**src/rtl/apb_pkg.sv**
```systemverilog
// Shared APB master definitions: FSM states, response codes, default widths.
// Imported by the master and by anything consuming its response bundle.
package apb_pkg;

   localparam int APB_ADDR_W  = 32;
   localparam int APB_DATA_W  = 32;
   localparam int APB_TIMEOUT = 16;

   typedef enum logic [1:0] {
      ST_IDLE   = 2'd0,
      ST_SETUP  = 2'd1,
      ST_ACCESS = 2'd2,
      ST_RESP   = 2'd3
   } apb_state_e;

   localparam logic [1:0] RSP_OK      = 2'b00;
   localparam logic [1:0] RSP_SLVERR  = 2'b01;
   localparam logic [1:0] RSP_DECERR  = 2'b10;
   localparam logic [1:0] RSP_TIMEOUT = 2'b11;

endpackage

```
**src/rtl/apb_master.sv**
```systemverilog
// APB master: one command in, one SETUP/ACCESS transfer out, one response back.
// Aborts with TIMEOUT after TIMEOUT_CYCLES ACCESS cycles without pready.
module apb_master
   import apb_pkg::*;
#(
   parameter int ADDR_WIDTH     = APB_ADDR_W,
   parameter int DATA_WIDTH     = APB_DATA_W,
   parameter int TIMEOUT_CYCLES = APB_TIMEOUT
) (
   input  logic                  pclk,
   input  logic                  preset,
   input  logic                  cmd_valid,
   output logic                  cmd_ready,
   input  logic                  cmd_write,
   input  logic [ADDR_WIDTH-1:0] cmd_addr,
   input  logic [DATA_WIDTH-1:0] cmd_wdata,
   output logic [ADDR_WIDTH-1:0] paddr,
   output logic                  psel,
   output logic                  penable,
   output logic                  pwrite,
   output logic [DATA_WIDTH-1:0] pwdata,
   input  logic [DATA_WIDTH-1:0] prdata,
   input  logic                  pready,
   input  logic                  pslverr,
   input  logic                  decode_error,
   output logic                  rsp_valid,
   input  logic                  rsp_ready,
   output logic [DATA_WIDTH-1:0] rsp_rdata,
   output logic [1:0]            rsp_status
);

   localparam int CW = $clog2(TIMEOUT_CYCLES + 1);
   // Last ACCESS cycle that may still complete normally.
   localparam logic [CW-1:0] LAST = CW'(TIMEOUT_CYCLES - 1);

   apb_state_e            state_q, state_d;
   logic [ADDR_WIDTH-1:0] paddr_q, paddr_d;
   logic [DATA_WIDTH-1:0] pwdata_q, pwdata_d;
   logic                  pwrite_q, pwrite_d;
   logic [DATA_WIDTH-1:0] rdata_q, rdata_d;
   logic [1:0]            status_q, status_d;
   logic [CW-1:0]         cnt_q, cnt_d;

   always_comb begin
      state_d  = state_q;
      paddr_d  = paddr_q;
      pwdata_d = pwdata_q;
      pwrite_d = pwrite_q;
      rdata_d  = rdata_q;
      status_d = status_q;
      cnt_d    = cnt_q;
      unique case (state_q)
         ST_IDLE: begin
            if (cmd_valid) begin
               paddr_d  = cmd_addr;
               pwdata_d = cmd_wdata;
               pwrite_d = cmd_write;
               cnt_d    = '0;
               state_d  = ST_SETUP;
            end
         end
         ST_SETUP: begin
            if (decode_error) begin
               rdata_d  = '0;
               status_d = RSP_DECERR;
               state_d  = ST_RESP;
            end else begin
               state_d  = ST_ACCESS;
            end
         end
         ST_ACCESS: begin
            // pready wins even on the cycle the limit is reached.
            if (pready) begin
               rdata_d  = pwrite_q ? '0 : prdata;
               status_d = pslverr ? RSP_SLVERR : RSP_OK;
               state_d  = ST_RESP;
            end else begin
               cnt_d = cnt_q + CW'(1);
               if (cnt_q == LAST) begin
                  rdata_d  = '0;
                  status_d = RSP_TIMEOUT;
                  state_d  = ST_RESP;
               end
            end
         end
         ST_RESP: begin
            if (rsp_ready) begin
               state_d = ST_IDLE;
            end
         end
         default: begin
            state_d = ST_IDLE;
         end
      endcase
   end

   always_ff @(posedge pclk or posedge preset) begin
      if (preset) begin
         state_q  <= ST_IDLE;
         paddr_q  <= '0;
         pwdata_q <= '0;
         pwrite_q <= 1'b0;
         rdata_q  <= '0;
         status_q <= RSP_OK;
         cnt_q    <= '0;
      end else begin
         state_q  <= state_d;
         paddr_q  <= paddr_d;
         pwdata_q <= pwdata_d;
         pwrite_q <= pwrite_d;
         rdata_q  <= rdata_d;
         status_q <= status_d;
         cnt_q    <= cnt_d;
      end
   end

   assign cmd_ready  = (state_q == ST_IDLE);
   assign psel       = (state_q == ST_SETUP) || (state_q == ST_ACCESS);
   assign penable    = (state_q == ST_ACCESS);
   assign rsp_valid  = (state_q == ST_RESP);
   assign paddr      = paddr_q;
   assign pwdata     = pwdata_q;
   assign pwrite     = pwrite_q;
   assign rsp_rdata  = rdata_q;
   assign rsp_status = status_q;

endmodule

```
**config.mk**
```make
export PLATFORM = sky130hd
export DESIGN_NAME = apb_master
export DESIGN_NICKNAME = d
export VERILOG_FILES = /design/src/rtl/apb_pkg.sv /design/src/rtl/apb_master.sv
export SDC_FILE = /design/constraint.sdc
export NUM_CORES = 1
export LEC_CHECK = 0
export ABC_AREA = 1
export CAP_MARGIN = 25
export CORE_UTILIZATION = 41
export CTS_CLUSTER_DIAMETER = 100
export DETAILED_ROUTE_END_ITERATION = 8
export MAX_ROUTING_LAYER = met4
export PLACE_DENSITY = 0.87
export SYNTH_ARGS = -nofsm -noshare
export SYNTH_HDL_FRONTEND = slang
export SYNTH_SLANG_ARGS = --single-unit
```
**constraint.sdc**
```tcl
create_clock -name pclk -period 4.6 [get_ports pclk]
set_input_delay 0.92 -clock pclk [delete_from_list [all_inputs] [get_ports pclk]]
set_output_delay 0.92 -clock pclk [all_outputs]
set_load 0.05 [all_outputs]
```
Word-level counts from Yosys, hierarchy flattened
Cells that the tools add are included.
- bits in latches: 0
- register bits: 106
- memories: 0
- input port bits: 104
- ROM bits: 0
- RAM bits: 0
- $mul: 0
- divide/modulo/power cells: 0
- reductions and logical operators: 8
- $lt $le $gt $ge: 0
- shift-type cells: 0
- mux-type cells: 18
- equal/unequal tests: 9
- bitwise gates (word level): 0
- add/subtract/negate cells: 1
- operators by type and width (operator ; count):
    $mux W32 ; 4
    $pmux W32 S2 ; 1
    $mux W2 ; 6
    $mux W5 ; 2
    $pmux W5 S2 ; 1
    $reduce_and A3 Y1 ; 3
    $pmux W2 S4 ; 1
    $ne A2 B2 Y1 const B ; 3
    $add A5 B1 Y5 const B ; 1
    $eq A5 B4 Y1 const B ; 1
    $eq A2 B2 Y1 const B ; 2
    $pmux W2 S2 ; 1
    $reduce_bool A2 Y1 ; 2
    $ne A3 B1 Y1 const B ; 1
    $eq A2 B1 Y1 const B ; 1
    $logic_not A2 Y1 ; 1
    $mux W1 ; 2
    $ne A2 B1 Y1 const B ; 1
    $reduce_and A2 Y1 ; 1
    $logic_or A1 B1 Y1 ; 1

Longest topological paths before layout
- depth in word-level cells: 4
- gate-level depth with buffers: 11
- mapped depth without buffers: 9

Worst setup path before layout
OpenSTA, ideal clock, no wires.
- path kind: reg2out
- start point: register state_q[0]
- end point: output port penable
- arrival time: 1.097 ns
- path slack: 2.583 ns
- cell stages (with the launch flop): 3
- required time: 3.680 ns
- cells stage by stage: dfrtp_1 > inv_1 > ha_1
- cells in the longest elaborated chain, start to end: 1
- ends and longest elaborated chain (item ; line ; RTL):
    from (decl) ; apb_master.sv:36 ; apb_state_e state_q, state_d;
    from (signal assigned) ; apb_master.sv:107 ; state_q <= state_d;
    $eq A2 B2 Y1 ; apb_master.sv:119 ; assign penable = (state_q == ST_ACCESS);
    to (decl) ; apb_master.sv:19 ; output logic penable,
No other way between the ends.

Worst setup path after layout
Ends and elaborated chain as after synthesis.

==> metrics.log <==
[metrics] syn_nets: 463
[metrics] required time of the worst setup path: approximately 3.7 ns
[metrics] initial cell density of the core: 0.423
[metrics] sink of the worst hold path: rsp_rdata[6]
[metrics] synthesized area: 0.00439 sq mm
[metrics] antenna-violating nets left: 0
[metrics] Antenna Diode Count: 0
[metrics] area overhead of the layout relative to synthesis: 53.4%
[metrics] warnings from Yosys: 0
[metrics] pin count of the biggest net entering global routing: 69
[metrics] leakage power summed over all cells: 2.83 nW
[metrics] most used cells in the layout excluding fill and tap cells: 206 x clkdlybuf4s50_1, 106 x dfrtp_1, 70 x nand2_1
[metrics] fraction of layout instances using a drive strength above 1: 0.230
[metrics] sw frac: 0.495
[metrics] share of the yosys chip area belonging to registers: 0.605
[metrics] Post-layout nets: 667
[metrics] worst-case reg-to-reg path depth: 5
[metrics] H-Tree Level Count: 3
[metrics] run status: finished clean
[metrics] total routing usage reported by global routing: 0.208
[metrics] number of top-level design ports: 207
[metrics] final non-filler cell total: ~700
[metrics] syn avg cell area: 12.5 sq um
[metrics] cell type with the highest aggregate area in the netlist: dfrtp_1
[metrics] setup clock skew after layout: around 0.012 ns
[metrics] clock latency on the worst-skew pair: 0.37 ns
[metrics] Gate power share: 0.606
[metrics] part of the power in the clock network: 0.107
[metrics] placed wire-length estimate: 7760 microns
[metrics] worst hold path cell count: 2
[metrics] Worst-path clk slew: 0.09 ns
[metrics] Power Density: 808 mW/mm^2
[metrics] clock period minus final worst setup slack: 3.05 ns
[metrics] Fmax: 328 MHz
[metrics] max-slew violation count: 0
[metrics] crit start category: register
[metrics] Clock Sinks: 106
[metrics] Routed WL per cell: 15.3 microns
[metrics] net switching power of the design: between 2 and 3 mW
[metrics] cell with the largest stage delay on the worst path: clkdlybuf4s50_1
[metrics] fraction of synthesized cell area taken by the top area cell type: 0.605
[metrics] site row count: 37
[metrics] list of cells traversed by the critical path: inv_1 > ha_1 > clkdlybuf4s50_1
[metrics] RSZ-0062 raised after global routing: no
[metrics] count of input and output buffers: 206
[metrics] number of maximum-capacitance constraint violations: 0
[metrics] Filler Cell Count: just under 800
[metrics] average vias per placed instance: 4.72
[metrics] max_slew headroom: 0.413
[metrics] count of mapped cells out of synthesis: 352
[metrics] Detailed Route Iter0 Violations: 174
[metrics] largest fanout on the critical path: 8
[metrics] TritonCTS clock tree: yes
[metrics] Vert. Die Dim: 105 microns
[metrics] arrival time at the worst endpoint: 2.13 ns
[metrics] clock tree root driver cell: clkbuf_8
[metrics] CP Capture Type: primary output
[metrics] startpoint-to-endpoint class of the critical path: reg -> out
[metrics] placer's final routability congestion estimate: 0.789
[metrics] residual overflow from global routing: 0
[metrics] largest stage delay on the critical path: 0.86 ns
[metrics] number of synthesized register bits: 106
[metrics] Placed Cells incl. Taps: around 680
[metrics] total wire length: 10600 microns
[metrics] cts bufs inserted: 9
[metrics] unique cell type count in the Yosys netlist: 20
[metrics] Die ar.: 0.0111 sq mm
[metrics] worst min-delay path startpoint: rsp_rdata[6]
[metrics] Worst-Margin Slew: 0.881 ns
[metrics] reg-to-reg slack, setup: 2.18 ns
[metrics] Final Setup Violations: 0
[metrics] detailed-routing iteration count for the pre-antenna-repair pass: 4
[metrics] worst reg2reg path startpoint: state_q[0]
[metrics] initial antenna violation count: 0
[metrics] Final period util: 0.664
[metrics] highest ir drop seen on vdd: between 0.5 and 0.6 mV
[metrics] Hold Violations, Final: 0
[metrics] post-cts gate resize count: 0
[metrics] setup TNS: 0 ns
[metrics] hold crit path type: reg -> reg
[metrics] via total after detailed routing: 3291
[metrics] Int Power: 2.75 mW
[metrics] sequential share of power: 0.287
[metrics] post-CTS setup-driven buffer insertion count: 0
[metrics] Reg2Reg Capture Point: pwdata[4]
[metrics] number of global-route vias before repair: 3535
[metrics] CTS Hold Bufs: 0
[metrics] maximum number of buffers from clock root to sink: 2
[metrics] die extent in x: 105 microns
[metrics] most common library cell in the layout ignoring fill and taps: clkdlybuf4s50_1
[metrics] placeable core region: 0.0104 sq mm
[metrics] first-pass GRT wire length: between 15000 and 20000 microns
[metrics] top cells by area, synth: dfrtp_1 60%, mux2_2 17%, nand2_1 6.1%
[metrics] # DRC: 0
==> kinds of logic (layout without fill, tap and decap cells) <==
| family | count (synthesis) | in the layout | synth area share |
|---|---|---|---|
| muxes | 65 | 65 | 0.167 |
| adders and majority gates | 7 | 7 | 0.0200 |
| buffers and inverters | 30 | 239 | 0.0405 |
| and+or+nand+nor | 101 | 101 | 0.101 |
| AOI/OAI and AO/OA | 43 | 43 | 0.0670 |
| DFF | 106 | 106 | 0.605 |
==> metrics by stage <==
step / power [mW] / hold WS (ns) / utilization / setup slack (ns) / instance area (sq um)
2_1_floorplan: 3.85 / 0.474 / - / 0.891 / 4390
3_3_place_gp: 4.80 / 0.463 / 0.629 / 1.66 / 6530
3_5_place_dp: 4.89 / 0.471 / 0.629 / 1.58 / 6530
4_1_cts: 5.49 / 0.496 / 0.649 / 1.52 / 6730
5_1_grt: 5.70 / 0.518 / 0.649 / 1.42 / 6730
6_report: 5.44 / 0.490 / 0.649 / 1.55 / 6730
==> power by group through the flow <==
stage / clock (mW) / combinational, mW / sequential [mW]
floorplan: 0 / 0.947 / 2.90
global placement: 0 / 3.25 / 1.55
detailed placement: 0 / 3.31 / 1.58
CTS: 0.609 / 3.32 / 1.56
global route: 0.638 / 3.44 / 1.62
finish: 0.583 / 3.29 / 1.56
==> worst max-delay path, delay by kind of cell (launching register included) <==
family                     cells  cell delay, ns
buffers and inverters          2            1.00
DFF                            1            0.42
adders and majority gates      1            0.34
==> synth_stat cells <==
cell      instances
nor2_2            2
nor2_1            5
o21ai_1          14
buf_8             2
dfrtp_1         106
buf_4             7
mux2_2           65
nand3_1           3
inv_1            12
nand4_1           1
o21ai_2          21
inv_2             1
nand2_4           1
nand2_2          17
o21ai_0           8
buf_6             1
buf_2             7
nand2_1          71
ha_1              7
nand3b_1          1
==> area by class of cell <==
class / instances / area (sq um) / area share
Clock inverter: 6 / 66.3 / 0.00985
Sequential cell: 106 / 2650 / 0.394
Tap cell: 136 / 170 / 0.0253
Clock buffer: 10 / 138 / 0.0204
Inverter: 13 / 51.3 / 0.00762
Timing Repair Buffer: 210 / 2090 / 0.311
Multi-Input combinational cell: 216 / 1560 / 0.232
==> worst max-delay path by stage <==
stage                from          to  depth (start not counted)
2_1_floorplan      preset    cnt_q[0]                          1
3_3_place_gp    cmd_valid  pwdata[12]                          4
3_5_place_dp    cmd_valid  pwdata[25]                          4
4_1_cts        state_q[0]     penable                          3
5_1_grt        state_q[0]     penable                          3
6_report       state_q[0]     penable                          3
==> state kept, by name, indices dropped and copies added, names as in the netlist <==
| register | flops |
|---|---|
| rsp_rdata | 32 |
| rsp_status | 2 |
| pwdata | 32 |
| pwrite | 1 |
| state_q | 2 |
| paddr | 32 |
| cnt_q | 5 |
==> per-layer routing <==
metal / global-route usage / up-vias / wire length (microns)
met1: 0.249 / 1546 / 4440
met2: 0.336 / 148 / 5160
met5: - / - / 0
met4: 0.102 / 0 / 342
met3: 0.0408 / 25 / 705
li1: - / 1572 / -
(Power assumes the default switching activity.)
==> variant (same settings) <==
Encoding of `apb_state_e`: now one-hot (4 bits for 4 states).
--- a/src/rtl/apb_pkg.sv
+++ b/src/rtl/apb_pkg.sv
@@ -8,7 +8,7 @@
 
-   typedef enum logic [1:0] {
-      ST_IDLE   = 2'd0,
-      ST_SETUP  = 2'd1,
-      ST_ACCESS = 2'd2,
-      ST_RESP   = 2'd3
+   typedef enum logic [3:0] {
+      ST_IDLE   = 4'b0001,
+      ST_SETUP  = 4'b0010,
+      ST_ACCESS = 4'b0100,
+      ST_RESP   = 4'b1000
    } apb_state_e;
Formal check against the unedited RTL: no difference found for any inputs over 4 cycles, from zero or initial values and one cycle with preset high; so few cycles prove little.
==> variant against the unedited design <==
  * Maximum frequency increased by 0.30%
  * Area after synthesis decreased by 2.4%
  * Sequential cell count increased by 2
  * Critical path type unchanged
  * Critical path depth increased by 2
  * Wire length increased by 5.0%
  * Largest cell class unchanged
  * Sequential share of layout area increased by 1.6 points
  * Power decreased by 1.6%
  * Count of clock-buffer cells in the layout increased by 3
  * Highest routed layer unchanged
  * Cell area decreased by 1.9%
  * Setup slack improved by 0.0090 ns
  * Clock skew decreased by 0.0027 ns
  * Via count increased by 19%
==> variant: results <==
set metrics [dict create \
    r2r_setup_slack_ns 2.63 \
    p_leak_nw 3.32 \
    clkCellAreaFrac 0.0210 \
    intPower_mw 2.58 \
    vias_per_cell 4.74 \
    seq_area_frac_synth 0.632 \
    synth_seq_cells 108 \
    grt_pass1_vias 3946 \
    worst_slew_pin_slew_ns 0.617 \
    hpwl_um 8210 \
    num-nets-final 797 \
    power.switching_mw 2.77 \
    cp_max_fo 3 \
    nNonClkBuffers 211 \
    vdd_ir_drop_max_uv 441 \
    register_area_mm2 0.00270 \
    clock_skew_ns 0.00930 \
    regToRegStartpoint "cnt_q[0]$_DFFE_PP0P_" \
    area_delta_synth_final_pct 54.1 \
    post_dp_cell_area_mm2 0.00645 \
    hold_slack_ns 0.478 \
    p_clk_mw 0.473 \
    outcome "finished, final reports clean" \
    syn_nets 595 \
    cp_slowest_stage_delay_ns 0.80 \
    grt_max_degree 67 \
    nonClkBufAreaFrac 0.324 \
    setup_ws_ns 1.56 \
    synth_commonest_cells "308 x nand2_1, 107 x dfrtp_1, 12 x nand3_1" \
    layout.comb_gates.multi_input 347 \
    r2r-end "rsp_rdata[5]$_DFFE_PP0P_" \
    pre_cts_slack_ns 1.80 \
    nFillCells 795 \
    holdPathEnd "rsp_rdata[29]$_DFFE_PP0P_" \
    inv_count 14 \
    multi_input_area_mm2 0.00140 \
    comb_power_share 0.605 \
]
==> variant: changes by cell type in the layout (fill, tap and decap cells not counted), moves of 9 or more <==
cell / change
mux2_2: -65
nand2_1: +238
nand2_2: -17
nand3_1: +9
o21ai_1: -14
o21ai_2: -21
==> variant: through the flow <==
stage          cells  utilization
2_1_floorplan    489            -
3_3_place_gp     810        0.643
3_5_place_dp     812        0.648
4_1_cts          825        0.662
5_1_grt          826        0.663
6_report         826        0.663
==> variant: cell families after synthesis <==
group                    after synthesis  share of synthesized area
AO/OA/AOI/OAI                          4                    0.00526
XOR/XNOR                               1                    0.00205
adder cells (fa/ha/maj)                2                    0.00584
buffers and inverters                 34                     0.0424
flip-flops                           108                      0.632
AND/OR/NAND/NOR                      340                      0.313
==> variant: per-layer routing <==
metal,share of wire,global-route usage,vias up,routed length [µm]
li1,-,-,1868,-
met5,0,-,-,0
met4,0.013,0.0704,0,150
met1,0.42,0.268,1866,4660
met3,0.069,0.0533,13,772
met2,0.50,0.372,171,5600
